**src/rtl/serial_mag_comp_ctrl.sv**
```systemverilog
// -----------------------------------------------------------------------------
// serial_mag_comp_ctrl
//
// Sequential unsigned magnitude comparator. Two WIDTH-bit operands are latched
// on an accepted start, then examined one 2-bit pair per clock, MSB pair
// first, through a single 2-bit compare slice. The first unequal pair decides
// the verdict and ends the compare early. Equal operands walk all pairs.
//
// Ports:
//   clk    in   rising-edge clock
//   rst    in   asynchronous active-high reset
//   start  in   compare request, sampled only while idle
//   A, B   in   WIDTH-bit operands, captured when start is accepted
//   busy   out  high while a compare is running or reporting (RUN, DONE)
//   done   out  one-cycle pulse; E/G/L/steps are valid from this cycle
//   E/G/L  out  registered verdict: A==B, A>B, A<B (unsigned)
//   steps  out  number of bit-pairs examined by the last compare
// -----------------------------------------------------------------------------
module serial_mag_comp_ctrl #(
    parameter int WIDTH = 8
) (
    input  logic                        clk,
    input  logic                        rst,
    input  logic                        start,
    input  logic [WIDTH-1:0]            A,
    input  logic [WIDTH-1:0]            B,
    output logic                        busy,
    output logic                        done,
    output logic                        E,
    output logic                        G,
    output logic                        L,
    output logic [$clog2(WIDTH/2):0]    steps
);

    localparam int NPAIRS = WIDTH / 2;
    localparam int IDXW   = (NPAIRS > 1) ? $clog2(NPAIRS) : 1;
    localparam int STEPW  = $clog2(NPAIRS) + 1;

    // Odd or too-small widths cannot be split into 2-bit pairs.
    if ((WIDTH % 2 != 0) || (WIDTH < 2)) begin : g_bad_width
        $error("serial_mag_comp_ctrl: WIDTH must be even and >= 2");
    end

    typedef enum logic [1:0] {
        ST_IDLE = 2'd0,
        ST_RUN  = 2'd1,
        ST_DONE = 2'd2
    } state_t;

    state_t                 r_state,  w_state_next;
    logic [WIDTH-1:0]       r_a,      w_a_next;
    logic [WIDTH-1:0]       r_b,      w_b_next;
    logic [IDXW-1:0]        r_idx,    w_idx_next;
    logic [STEPW-1:0]       r_cnt,    w_cnt_next;
    logic                   r_e,      w_e_next;
    logic                   r_g,      w_g_next;
    logic                   r_l,      w_l_next;
    logic [STEPW-1:0]       r_steps,  w_steps_next;

    // Split the latched operands into 2-bit pairs; pair gi covers bits
    // [2*gi+1 : 2*gi].
    logic [1:0] w_pair_a [NPAIRS];
    logic [1:0] w_pair_b [NPAIRS];

    for (genvar gi = 0; gi < NPAIRS; gi++) begin : g_pairs
        assign w_pair_a[gi] = r_a[2*gi +: 2];
        assign w_pair_b[gi] = r_b[2*gi +: 2];
    end

    // The shared 2-bit compare slice, fed by the pair under the index.
    logic [1:0] w_cur_a;
    logic [1:0] w_cur_b;
    logic       w_slice_g;
    logic       w_slice_l;

    assign w_cur_a   = w_pair_a[r_idx];
    assign w_cur_b   = w_pair_b[r_idx];
    assign w_slice_g = (w_cur_a > w_cur_b);
    assign w_slice_l = (w_cur_a < w_cur_b);

    // State and datapath registers.
    always_ff @(posedge clk or posedge rst) begin
        if (rst) begin
            r_state <= ST_IDLE;
            r_a     <= '0;
            r_b     <= '0;
            r_idx   <= '0;
            r_cnt   <= '0;
            r_e     <= 1'b0;
            r_g     <= 1'b0;
            r_l     <= 1'b0;
            r_steps <= '0;
        end else begin
            r_state <= w_state_next;
            r_a     <= w_a_next;
            r_b     <= w_b_next;
            r_idx   <= w_idx_next;
            r_cnt   <= w_cnt_next;
            r_e     <= w_e_next;
            r_g     <= w_g_next;
            r_l     <= w_l_next;
            r_steps <= w_steps_next;
        end
    end

    // Next-state and datapath update.
    always_comb begin
        w_state_next = r_state;
        w_a_next     = r_a;
        w_b_next     = r_b;
        w_idx_next   = r_idx;
        w_cnt_next   = r_cnt;
        w_e_next     = r_e;
        w_g_next     = r_g;
        w_l_next     = r_l;
        w_steps_next = r_steps;

        unique case (r_state)
            ST_IDLE: begin
                if (start) begin
                    w_a_next     = A;
                    w_b_next     = B;
                    w_idx_next   = IDXW'(NPAIRS - 1);
                    w_cnt_next   = '0;
                    w_state_next = ST_RUN;
                end
            end

            ST_RUN: begin
                w_cnt_next = r_cnt + STEPW'(1);
                if (w_cur_a != w_cur_b) begin
                    // First unequal pair from the top settles the verdict.
                    w_e_next     = 1'b0;
                    w_g_next     = w_slice_g;
                    w_l_next     = w_slice_l;
                    w_steps_next = r_cnt + STEPW'(1);
                    w_state_next = ST_DONE;
                end else if (r_idx == '0) begin
                    // All pairs matched.
                    w_e_next     = 1'b1;
                    w_g_next     = 1'b0;
                    w_l_next     = 1'b0;
                    w_steps_next = STEPW'(NPAIRS);
                    w_state_next = ST_DONE;
                end else begin
                    w_idx_next = r_idx - IDXW'(1);
                end
            end

            ST_DONE: begin
                // Requests seen here are dropped, not queued.
                w_state_next = ST_IDLE;
            end

            default: begin
                w_state_next = ST_IDLE;
            end
        endcase
    end

    assign busy  = (r_state != ST_IDLE);
    assign done  = (r_state == ST_DONE);
    assign E     = r_e;
    assign G     = r_g;
    assign L     = r_l;
    assign steps = r_steps;

endmodule

```
**config.mk**
```make
export PLATFORM = sky130hd
export DESIGN_NAME = serial_mag_comp_ctrl
export DESIGN_NICKNAME = d
export VERILOG_FILES = /design/src/rtl/serial_mag_comp_ctrl.sv
export SDC_FILE = /design/constraint.sdc
export NUM_CORES = 1
export LEC_CHECK = 0
export CAP_MARGIN = 20
export CORE_MARGIN = 5
export CORE_UTILIZATION = 54
export CTS_CLUSTER_DIAMETER = 150
export CTS_CLUSTER_SIZE = 20
export DETAILED_ROUTE_END_ITERATION = 10
export PLACE_DENSITY = 0.84
export SLEW_MARGIN = 20
export SYNTH_ARGS = -nofsm -noshare
export SYNTH_HDL_FRONTEND = slang
export SYNTH_SLANG_ARGS = --single-unit
```
**constraint.sdc**
```tcl
create_clock -name clk -period 5.7 [get_ports clk]
set_input_delay 1.14 -clock clk [delete_from_list [all_inputs] [get_ports clk]]
set_output_delay 1.14 -clock clk [all_outputs]
set_load 0.05 [all_outputs]
```
After elaboration in Yosys (flattened, before gate mapping):

Cells that the tools add are included.

* output and inout port bits: 8
* word-level logic and storage cells: 55
* input bits: 19
* register bits: 29

* equal/unequal tests: 7
* bitwise logic cells: 1
* $lt $le $gt $ge: 3
* add/sub/neg operators: 2
* reduce and logical (&&, ||, !) cells: 10
* multiplexer cells: 23

Operators with widths (number)
* 2-bit two-way mux: 10
* 3-bit two-way mux: 3
* 2-bit binary-select mux with 2-bit select: 2
* 2-bit case mux with 2 select lines: 2
* 2-bit AND reduction: 4
* 2-bit inequality test, second input constant: 3
* 3-bit case mux with 2 select lines: 1
* 2-bit nonzero test: 3
* 1-bit two-way mux: 5
* 2-bit zero test: 2
* 4-bit AND reduction: 1
* 3-bit by 1-bit adder with 3-bit output, second input constant: 1
* 3-bit >= comparator, second input constant: 1
* 3-bit inequality test, second input constant: 1
* 2-bit inverter with 3-bit output: 1
* 2-bit by 1-bit equality test with 1-bit output, second input constant: 1
* 2-bit equality test, second input constant: 1
* 2-bit greater-than comparator: 1
* 2-bit < comparator: 1
* 2-bit inequality test: 1
* 2-bit by 1-bit subtractor with 2-bit output, second input constant: 1

Depth between registers and ports, before layout:

* depth after elaboration: 7
* gate-level depth with buffers: 8
* mapped depth without buffers: 7

Least setup slack after synthesis:

No wires, ideal clock.

* path kind: in2reg
* start: in start
* end: reg r_a[4]
* arrival time: 1.879 ns
* path buffers: 1
* path slack: 3.696 ns
* setup time: 0.125 ns
* required time: 5.575 ns
* stages: 3
* cells stage by stage: nor3b_4 > buf_6 > mux2_2

* cells in the longest elaborated chain, start to end: 1

RTL lines
* start, declared: RTL line 24 `input logic start,`
* 2-bit AND reduction (no source line)
* end signal, assigned: RTL line 95 `r_a <= w_a_next;`
* end, declared: RTL line 51 `logic [WIDTH-1:0] r_a, w_a_next;`

No other way between the ends.
A chain may end at the register's enable or synchronous reset.

Worst setup path in the final report:

* start: reg r_state[0]
* end: out done

* cells in the longest elaborated chain, start to end: 1

RTL lines
* start, declared: RTL line 50 `state_t r_state, w_state_next;`
* start signal, assigned: RTL line 94 `r_state <= w_state_next;`
* 2-bit equality test: RTL line 162 `assign done = (r_state == ST_DONE);`
* end, declared: RTL line 28 `output logic done,`

No other way between the ends.

==> metrics.txt <==
Pre-Repair DR Iteration Count=3; Die Footprint=approximately 3600 µm²; Antenna Cells=0; via count=roughly 810; Die W=59.8 µm; Critical Path AT=around 1.8 ns; startpoint types=flip-flop; critical path class=reg -> out; DRT Wirelength=roughly 2.3 mm; CTS tree=yes; RSZ-0062 raised after global routing=false; status=completed; min cycle time layout=between 2 and 3 ns; I/O Buffers=26; most common cell in the synthesized netlist=dfrtp_1; Mapped Avg Cell Area=~14 µm²; Area growth syn-to-layout=25.1%; fin crit share=about half; Post-CTS Setup Repair Bufs=0; skew final=0.00619 ns; CTS Buffer Depth=2; vias per cell=between 5 and 6; Leakage=0.000750 µW; R2R Path Start=r_idx[0]$_DFFE_PP0P_; top post-synthesis cells by area=dfrtp_1 54%, mux2_2 13%, mux4_2 6.7%; die height=roughly 60 µm; Primary FF master, synth=dfrtp_1; Post-Synthesis Cells=97; Max Slew Vio Count=0; clock share of power=13.8%; setup_tns=0 ns; CTS Root Cell=clkbuf_4; Worst Setup End Kind=primary output; # nets final=between 100 and 150; pwr dens=roughly 610 nW/µm²; Internal Power=about 620 µW; synth unique cells=26; slew margin rel.=between 30% and 40%; Flop pwr share=a little under two fifths; setup ws final=roughly 2.8 ns; Max VDD drop=between 0.3 and 0.4 mV; IO Count=27; hold_sp=G$_DFFE_PP0P_; Sw Pwr=~400 µW; largest net degree at the start of global routing=30; Starting Density=55.0%; Max Cap Viol=0; Cell Area, Synth=~1300 µm²; global-route wire length before repair=about 4.0 mm; clk slew on worst S/H paths=~0.09 ns; syn nets=between 100 and 150; worst-margin pin slew=around 0.93 ns; fmax=between 300 and 400 MHz; GRT Residual Overflow=0; Clk Latency, worst-skew pair=0.32 ns; Post-CTS Resized=0; Comb power frac=between 40% and 50%; Final ANT Viol Nets=0; Worst Setup SP=r_state[0]$_DFFE_PP0P_; Core Box Area=between 2000 and 2500 µm²; Sw Ratio=39.1%; Commonest cells post-synth=29 x dfrtp_1, 16 x mux2_2, 7 x inv_1; antenna violations before repair=0; Iter 0 DRT Violations=5; routability cong.=approximately 0.7; Worst Hold Class=reg -> reg; Setup WS pre-CTS=between 2 and 3 ns; YS warnings=0; count of state elements after synthesis=29; number of global-route vias before repair=about 910; CP Max Fanout=5; Fin. Hold Viols=0; drt drc=0; layout cells sized above 1=between 20% and 30%; sequential share of the synthesized area=around 54%; row cnt=18; global router's overall resource usage=between 10% and 20%; post-synthesis async set-or-reset flop share=100%; top-area cell type share of the netlist area=a little over half; WL per Instance=between 10 and 15 µm; H-tree Lvls=2; HPWL after detailed placement=1.73 mm; setup violators final=0; Synth area leader=dfrtp_1; # hold bufs at CTS=0; Num CTS Buffers=5; Worst Path Required=between 4 and 5 ns; number of synthesized flops with an enable pin=0; count of clock tree sinks=29
## metal layers
layer | GRT usage (%) | part of all wire (%) | vias to the layer above
li1 | - | - | 393
met1 | 17.9 | 42 | 390
met2 | 25.3 | 49 | 24
met4 | 8.23 | 2.5 | 0
met3 | 6.91 | 6.3 | 6
met5 | 0 | 0 | -
## flip-flops by register name (all words and copies together) (netlist names)
register,count
r_state,2
r_cnt,3
E,1
r_idx,2
L,1
G,1
r_b,8
steps,3
r_a,8
## path summary, 6_finish.rpt
kind                                           end  slack, ns  cells after the start
worst min register to register       G$_DFFE_PP0P_       0.50                      1
max in group asynchronous       r_b[7]$_DFFE_PP0P_       4.12                      2
worst max-delay path                          done       2.78                      2
worst min-delay path                 G$_DFFE_PP0P_       0.50                      1
worst max register to register       L$_DFFE_PP0P_       3.59                      5
min in group asynchronous            E$_DFFE_PP0P_       1.19                      2
## cells in the final DEF (no fill, tap or decap), drive strengths merged
master / instances
dfrtp: 29
clkdlybuf4s50: 26
mux2: 16
inv: 7
clkbuf: 7
nand2: 5
mux4: 4
ha: 4
nor2: 4
mux2i: 3
a21oi: 3
nand3b: 2
o21ai: 2
and2b: 2
a22o: 2
o2bb2ai: 2
nor3b: 2
or2: 2
nand2b: 1
xnor2: 1
a2bb2oi: 1
a21o: 1
clkinv: 1
## power by group through the flow
stage / sequential, µW / clock (µW) / combinational, µW
after CTS: 376 / 147 / 510
after detailed placement: 380 / 0 / 509
after global placement: 372 / 0 / 493
after global routing: 390 / 157 / 548
final: 374 / 141 / 503
after floorplan: 415 / 0 / 354
## worst max-delay path, cell delays in order, from the launching register on
cell and delay [ns]:
dfrtp_1 0.44, and2b_2 0.23, clkdlybuf4s50_1 0.79
## metrics by stage
stage | power, µW | cell area (µm²) | utilization [%] | hold slack (ns) | cells
2_1_floorplan | 770 | 1340 | - | 0.459 | 97
3_3_place_gp | 865 | 1600 | 65.9 | 0.473 | 149
3_5_place_dp | 889 | 1600 | 65.9 | 0.483 | 149
4_1_cts | 1030 | 1670 | 68.8 | 0.506 | 157
5_1_grt | 1090 | 1670 | 68.8 | 0.530 | 157
6_report | 1020 | 1670 | 68.8 | 0.503 | 157
## kinds of logic after synthesis
group,share of synthesized area [%]
compound gates,5.99
xor+xnor,0.655
fa+ha+maj,3.74
buf+inv,4.40
flops,54.3
mux,22.5
simple gates,8.51
## final cells by class
cell class | instances | area, µm²
tap | 30 | 37.5
timing repair buffer | 26 | 260
fill | 198 | 759
clock buffer | 7 | 65.1
sequential | 29 | 726
inverter | 7 | 26.3
multi-input combinational | 57 | 553
clock inverter | 1 | 5.00
Note: power is estimated with default switching activity, not from simulation.
